<file path="src/rtl/sram_wr_queue.sv">
// Write-side requester for one register-file SRAM write port: a two-lane in-order
// circular queue drained one entry per cycle, with forwarding of pending writes.
module sram_wr_queue #(
    parameter int SRAM_INDEX = 4,
    parameter int SRAM_WIDTH = 8,
    parameter int QDEPTH     = 8,
    parameter int QINDEX     = 3
) (
    input  logic                  clk,
    input  logic                  reset,
    input  logic                  req0_valid_i,
    input  logic [SRAM_INDEX-1:0] req0_addr_i,
    input  logic [SRAM_WIDTH-1:0] req0_data_i,
    input  logic                  req1_valid_i,
    input  logic [SRAM_INDEX-1:0] req1_addr_i,
    input  logic [SRAM_WIDTH-1:0] req1_data_i,
    output logic                  req_ready_o,
    input  logic                  drain_en_i,
    output logic                  we_o,
    output logic [SRAM_INDEX-1:0] addrwr_o,
    output logic [SRAM_WIDTH-1:0] datawr_o,
    input  logic [SRAM_INDEX-1:0] rd_addr_i,
    output logic                  rd_hit_o,
    output logic [SRAM_WIDTH-1:0] rd_data_o,
    output logic [QINDEX:0]       count_o,
    output logic                  empty_o
);

    localparam logic [QINDEX:0]   READY_MAX = (QINDEX+1)'(QDEPTH - 2);
    localparam logic [QINDEX-1:0] ONE_IDX   = QINDEX'(1);

    logic [SRAM_INDEX-1:0] mem_addr [QDEPTH];
    logic [SRAM_WIDTH-1:0] mem_data [QDEPTH];
    logic [QINDEX-1:0]     head;
    logic [QINDEX-1:0]     tail;

    logic            acc0;
    logic            acc1;
    logic            pop;
    logic [QINDEX:0] n_acc;
    logic [QINDEX:0] n_pop;

    // Readiness looks only at the registered count so a full queue never relies on this cycle's pop.
    assign req_ready_o = (count_o <= READY_MAX);
    assign acc0        = req0_valid_i && req_ready_o;
    assign acc1        = req1_valid_i && req_ready_o;
    assign pop         = drain_en_i && (count_o != '0);
    assign n_acc       = (QINDEX+1)'(acc0) + (QINDEX+1)'(acc1);
    assign n_pop       = (QINDEX+1)'(pop);
    assign empty_o     = (count_o == '0) && !we_o;

    // Queue storage carries no reset; only entries between head and tail are meaningful.
    always_ff @(posedge clk) begin
        if (acc0) begin
            mem_addr[tail] <= req0_addr_i;
            mem_data[tail] <= req0_data_i;
        end
        if (acc1) begin
            mem_addr[acc0 ? tail + ONE_IDX : tail] <= req1_addr_i;
            mem_data[acc0 ? tail + ONE_IDX : tail] <= req1_data_i;
        end
    end

    always_ff @(posedge clk or negedge reset) begin
        if (!reset) begin
            head     <= '0;
            tail     <= '0;
            count_o  <= '0;
            we_o     <= 1'b0;
            addrwr_o <= '0;
            datawr_o <= '0;
        end else begin
            tail    <= tail + n_acc[QINDEX-1:0];
            count_o <= count_o + n_acc - n_pop;
            if (pop) begin
                we_o     <= 1'b1;
                addrwr_o <= mem_addr[head];
                datawr_o <= mem_data[head];
                head     <= head + ONE_IDX;
            end else begin
                we_o <= 1'b0;
            end
        end
    end

    // Scan oldest to youngest so the last match wins; the output register is oldest of all.
    always_comb begin
        rd_hit_o  = 1'b0;
        rd_data_o = '0;
        if (we_o && (addrwr_o == rd_addr_i)) begin
            rd_hit_o  = 1'b1;
            rd_data_o = datawr_o;
        end
        for (int i = 0; i < QDEPTH; i++) begin
            if (((QINDEX+1)'(i) < count_o) &&
                (mem_addr[head + QINDEX'(i)] == rd_addr_i)) begin
                rd_hit_o  = 1'b1;
                rd_data_o = mem_data[head + QINDEX'(i)];
            end
        end
    end

endmodule
</file>
<file path="config.mk">
export PLATFORM = sky130hd
export DESIGN_NAME = sram_wr_queue
export DESIGN_NICKNAME = d
export VERILOG_FILES = /design/src/rtl/sram_wr_queue.sv
export SDC_FILE = /design/constraint.sdc
export NUM_CORES = 1
export LEC_CHECK = 0
export CORE_MARGIN = 2
export CORE_UTILIZATION = 30
export CTS_BUF_LIST = sky130_fd_sc_hd__clkbuf_8
export DETAILED_ROUTE_END_ITERATION = 12
export MAX_ROUTING_LAYER = met4
export SYNTH_ARGS = -nofsm -noshare
export SYNTH_HDL_FRONTEND = slang
export SYNTH_SLANG_ARGS = --single-unit
export TNS_END_PERCENT = 20
</file>
<file path="constraint.sdc">
create_clock -name clk -period 6.7 [get_ports clk]
set_clock_uncertainty 0.1 [all_clocks]
set_input_delay 1.34 -clock clk [delete_from_list [all_inputs] [get_ports clk]]
set_output_delay 1.34 -clock clk [all_outputs]
set_load 0.02 [all_outputs]
</file>
==> flow_summary.ini, run 1 <==
[final_layout]
multi_input_area_sq_mm = 0.00646
fin_cells = 1302
syn2layout_area_growth_pct = 14.5
finalInstanceArea_sq_mm = 0.0118
seq_area_sq_mm = 0.00346
drive_gt1_share_pct = 34.3
fill_cells = 3252
final_nets = 886

[grt]
grt_max_degree = 65
grt_remaining_overflow = 0
grt_pass1_wl_microns = 43300
grt_pass1_vias = 7085
grtUsageTotal_pct = 16.3
antenna_found_initial = 2

[synthesis]
synth_top_area_share_pct = 28.1
synth_top_flop_cell = edfxtp_1
synth_cells = 790
syn_area_sq_mm = 0.0103
synth_area_leader_cell = edfxtp_1
ys_types = 58
ys_seq_elements = 119
synth_area_per_cell_sq_um = 13.0
ys_top_cells_by_area = edfxtp_1 (28%), mux4_2 (19%), mux2_2 (13%)
synth_edf_count = 96
synthArstFlopShare_pct = 19.3
ys_seq_area_share_pct = 33.7
yosys_warnings = 0
synth_nets = 837
synth.most_common_cell = mux2_2
synth_common_cells = mux2_2 (114), edfxtp_1 (96), mux2i_1 (86), mux4_2 (86), nand2_1 (52)

[sta]
slew_viol_final = 0
tightest_slew_ns = 0.991
hold_viol_final = 0
holdWs_ns = 0.417
timing.fmax_mhz = 163
final.setup.tns_ns = 0
setup_violations = 0
rsz0062_at_grt = no
max-slew-margin-rel_pct = 33.9
min_period_over_period_pct = 91.3
min_period_ns = 6.12

[routing]
drt_iter0_drc = 488
ant_nets = 0
vias_per_cell = 5.45
route.detailed.drc = 0
wirelength_microns = 27500
firstDrtPassIters = 5
vias = 7099
wl_per_cell_microns = 21.1

[clock_network]
path_clk_slew_ns = 0.08
cts_buffers = 17
clk-insertion-delay-late_ns = 0.45
cts_root_buf = clkbuf_8
htreeDepth = 4
cts_num_sinks = 119
clk_path_buf_depth = 2
ctsResizeCount = 0
cts_setup_buffers = 0
ctsHoldBuffers = 0
cts_tree = yes

[setup_path]
path_buf_inv = 2
critPathRequiredTime_ns = 5.26
critPathMaxFanout = 10
cpPeakStageDelay_ns = 0.67
path_class = in -> out
cp_top_family = buffers and inverters
worstSetupStartpointType = primary input
cp_cell_sequence = clkdlybuf4s50_1, nor2b_1, mux2_2, o31ai_1, o22ai_1, nand3_1, mux2_2, o211ai_2, clkdlybuf4s50_1
slowest_stage = clkdlybuf4s50_1
crit_path_end_kind = output pin
rrSetupSlack_ns = 2.87
arrival_ns = 4.68

[place]
dp_hpwl_microns = 21500
io_buffers = 60
placed_cell_area_sq_mm = 0.0114
place_congestion = 0.871
place_inst = 1268

[die]
die_y_microns = 189
start_util_pct = 30.5
coreArea_sq_mm = 0.0336
die_w_microns = 189
die_area_sq_mm = 0.0357
io_pins = 61
row_count = 67

[pwr]
p_total_mw = 6.63
p_leak_nw = 4.11
power_density_mw_per_mm2 = 564
ir_worst_vdd_mv = 0.278

[flow_run]
drv_cap = 0

[outcome]
status = complete, no violations

[worst_hold_path]
hold_path.class = reg -> reg
-- where the power goes --
part / leakage, nW / internal [mW] / total [mW] / switching [mW]
Clock: 0.184 / 0.331 / 0.668 / 0.338
Sequential: 1.14 / 1.03 / 1.23 / 0.206
Combinational: 2.79 / 2.21 / 4.73 / 2.51
Total: 4.11 / 3.57 / 6.63 / 3.06
-- kinds of logic (layout without fill, tap and decap cells) --
group	after synthesis	after routing	synth area share, %
other	0	2	0
AO/OA/AOI/OAI	99	99	7.74
flip-flops	119	119	33.7
AND/OR/NAND/NOR	144	144	6.87
XOR/XNOR	44	44	4.05
adder cells (fa/ha/maj)	14	14	1.85
buffers and inverters	76	138	4.01
multiplexers	294	294	41.8
-- registers in the layout, indices dropped and copies added (netlist names) --
signal    flops
we_o          1
head          3
count_o       4
datawr_o      8
tail          3
mem_data     64
addrwr_o      4
mem_addr     32
-- per-layer routing --
layer	part of all wire, %	GRT usage, %	up-vias
met3	6.8	3.93	28
met5	0	-	-
met4	1.5	4.30	0
met2	45	24.0	243
li1	-	-	3281
met1	46	22.4	3547
-- cells in the final DEF (no fill, tap or decap), types with 4 or more instances in the layout --
cell	count
buf_4	27
o2111ai_1	15
nand3_1	30
xnor2_1	27
clkbuf_8	17
nor2_1	17
nand2_1	52
mux4_1	8
inv_1	20
clkdlybuf4s50_1	60
ha_1	11
xor2_1	12
o211ai_2	8
o21ai_1	4
mux4_2	86
nand2b_1	7
mux2i_1	86
nor2b_1	4
nor3_1	16
a2111oi_0	8
a31oi_1	8
or2_2	4
clkinvlp_4	5
edfxtp_1	96
o21ai_0	26
o2bb2ai_1	4
dfrtp_1	21
mux2_2	114
-- path summary, 6_finish.rpt --
check / startpoint / to / cells past startpoint
min in group asynchronous: reset / tail[2] / 2
worst max register to register: count_o[3] / mem_data[1][3] / 9
worst min register to register: datawr_o[4] / datawr_o[4] / 2
worst max-delay path: rd_addr_i[1] / rd_data_o[0] / 9
max in group asynchronous: reset / head[0] / 2
worst min-delay path: datawr_o[4] / datawr_o[4] / 2
-- worst min-delay path: cells and delay by family (launching register included) --
kind,cells,cell delay [ns]
simple gates,1,0.05
compound gates,1,0.06
flops,1,0.37
-- area by class of cell --
type,instances,share of cell area (%)
flip-flops and latches,119,29.5
clock buffers,17,1.99
well taps,448,4.77
multi-input cells,595,55.0
inverters,19,0.607
diodes,2,0.0426
repair buffers,87,6.83
clock inverters,15,1.31
-- per-stage QoR --
stage / worst slack [ns] / util (%)
floorplan: 1.32 / -
detailed placement: 0.606 / 33.8
global route: 0.371 / 35.0
finish: 0.582 / 35.0
CTS: 0.596 / 34.9
global placement: 0.614 / 33.8
Power figures use the tool's default switching activity.
==> inputs of run 2 (changes only) <==
Clock period 6.7 ns to 6.3 ns, I/O delays scaled along.
==> run 2 against run 1 <==
  * Clock power decreased by 4.8%
  * Worst setup slack got worse by 0.17 ns
  * Cell count decreased by 0.31%
  * Power increased by 5.2%
  * Hold slack got worse by 0.0033 ns
  * Highest routed layer unchanged
==> flow_summary.ini, run 2 (synthesis gave the netlist of run 1 again) <==
[sta]
min_period_over_period_pct = 93.4
max-slew-margin-rel_pct = 34.4
tightest_slew_ns = 0.984
final.setup.tns_ns = 0
hold_viol_final = 0
rsz0062_at_grt = no
min_period_ns = 5.89
finalWorstSetupSlack_ns = 0.414
setup_violations = 0
timing.fmax_mhz = 170
slew_viol_final = 0

[grt]
antenna_found_initial = 0
grt_use_met1_pct = 22.1
grtUsageTotal_pct = 16.1
grt_remaining_overflow = 0
grt_pass1_vias = 6941
use_met2_pct = 23.8
grt_use_met3_pct = 3.60
grt_max_degree = 65
top_usage_layer = met2
grt_pass1_wl_microns = 42600

[routing]
wirelength_microns = 27500
ant_nets = 0
route.detailed.drc = 0
wl_per_cell_microns = 21.2
vias_per_cell = 5.54
firstDrtPassIters = 5
drt_iter0_drc = 640
vias = 7196

[setup_path]
slowest_stage = clkdlybuf4s50_1
cp_cell_sequence = clkdlybuf4s50_1, xnor2_1, nand3_1, a211oi_4, a21o_1, o2111ai_1, o211ai_2, clkdlybuf4s50_1
arrival_ns = 4.53
path_common_cell = clkdlybuf4s50_1
cpPeakStageDelay_ns = 0.75
critPathMaxFanout = 12
path_buf_inv = 2
crit_path_end_kind = output pin
critPathRequiredTime_ns = 4.94
worstSetupStartpointType = primary input
path_class = in -> out
cp_top_family = buffers and inverters

[clock_network]
ctsResizeCount = 0
path_clk_slew_ns = 0.07
cts_root_buf = clkbuf_8
htreeDepth = 4
cts_tree = yes
cts_buffers = 17
clk_path_buf_depth = 2
clk-insertion-delay-late_ns = 0.46
ctsHoldBuffers = 0
cts_num_sinks = 119
cts_setup_buffers = 0

[final_layout]
largest_reg_flops = 64
reg.largest.list = mem_data (64), mem_addr (32), datawr_o (8)
final_nets = 884
layout_commonest_cell = mux2_2
fin_util_pct = 34.8
drive_gt1_share_pct = 33.9
top_register = mem_data
diodes = 0
layout_common_cells = mux2_2 (114), edfxtp_1 (96), mux4_2 (86), mux2i_1 (86), clkdlybuf4s50_1 (60)
syn2layout_area_growth_pct = 13.9

[pwr]
power_density_mw_per_mm2 = 596
p_leak_nw = 4.10
ir_worst_vdd_mv = 0.246
p_total_mw = 6.97

[die]
die_y_microns = 189
die_w_microns = 189
row_count = 67
io_pins = 61
start_util_pct = 30.5
die_area_sq_mm = 0.0357
coreArea_sq_mm = 0.0336

[flow_run]
drv_cap = 0

[place]
place_congestion = 0.921
post-place-ws_ns = 0.443
io_buffers = 60
dp_hpwl_microns = 21500

[outcome]
status = complete, no violations

[worst_hold_path]
hold_path.class = reg -> reg
-- run 2: changes by cell type in the layout (fill, tap and decap cells not counted), sizes merged --
cell and change:
buf -2, clkinvlp -3, inv -2, diode -2, clkinv +6, bufinv -1
-- run 2: layer usage --
metal	vias up	routed length [microns]
met5	-	0
met3	26	1890
met2	281	12500
li1	3270	-
met4	0	398
met1	3619	12700
-- run 2: where the power goes --
| group | switching, mW | internal (mW) | total [mW] |
|---|---|---|---|
| logic | 2.68 | 2.34 | 5.03 |
| registers | 0.217 | 1.09 | 1.31 |
| clock network | 0.333 | 0.304 | 0.636 |
| total | 3.23 | 3.74 | 6.97 |
-- run 2: worst paths after layout --
path	slack, ns	cells after the start	end	from
setup / recovery	0.41	8	rd_data_o[2]	rd_addr_i[2]
hold / removal	0.41	2	datawr_o[7]	datawr_o[7]
setup reg to reg	2.31	9	mem_data[5][0]	count_o[3]
hold reg to reg	0.41	2	datawr_o[7]	datawr_o[7]
max in group asynchronous	4.75	2	head[0]	reset
min in group asynchronous	1.06	2	tail[2]	reset
-- run 2: worst reg2reg max path, delay by kind of cell (launching register included) --
family	cells	cell delay (ns)
AOI/OAI and AO/OA	5	1.99
and+or+nand+nor	1	0.50
DFF	1	0.50
adders and majority gates	1	0.21
buffers and inverters	2	0.31
-- run 2: cell type report --
type / count / area, sq um
Clock buffer: 17 / 234
Fill cell: 3228 / 21900
Sequential cell: 119 / 3460
Timing Repair Buffer: 85 / 788
Multi-Input combinational cell: 595 / 6460
Tap cell: 448 / 561
Clock inverter: 15 / 114
Inverter: 19 / 71.3
-- run 2: stage by stage --
step | hold slack, ns | area [sq um] | cells
after global routing | 0.452 | 11700 | 1298
after floorplan | 0.500 | 10300 | 790
after detailed placement | 0.401 | 11300 | 1266
final | 0.413 | 11700 | 1298
after CTS | 0.420 | 11700 | 1298
after global placement | 0.394 | 11300 | 1266
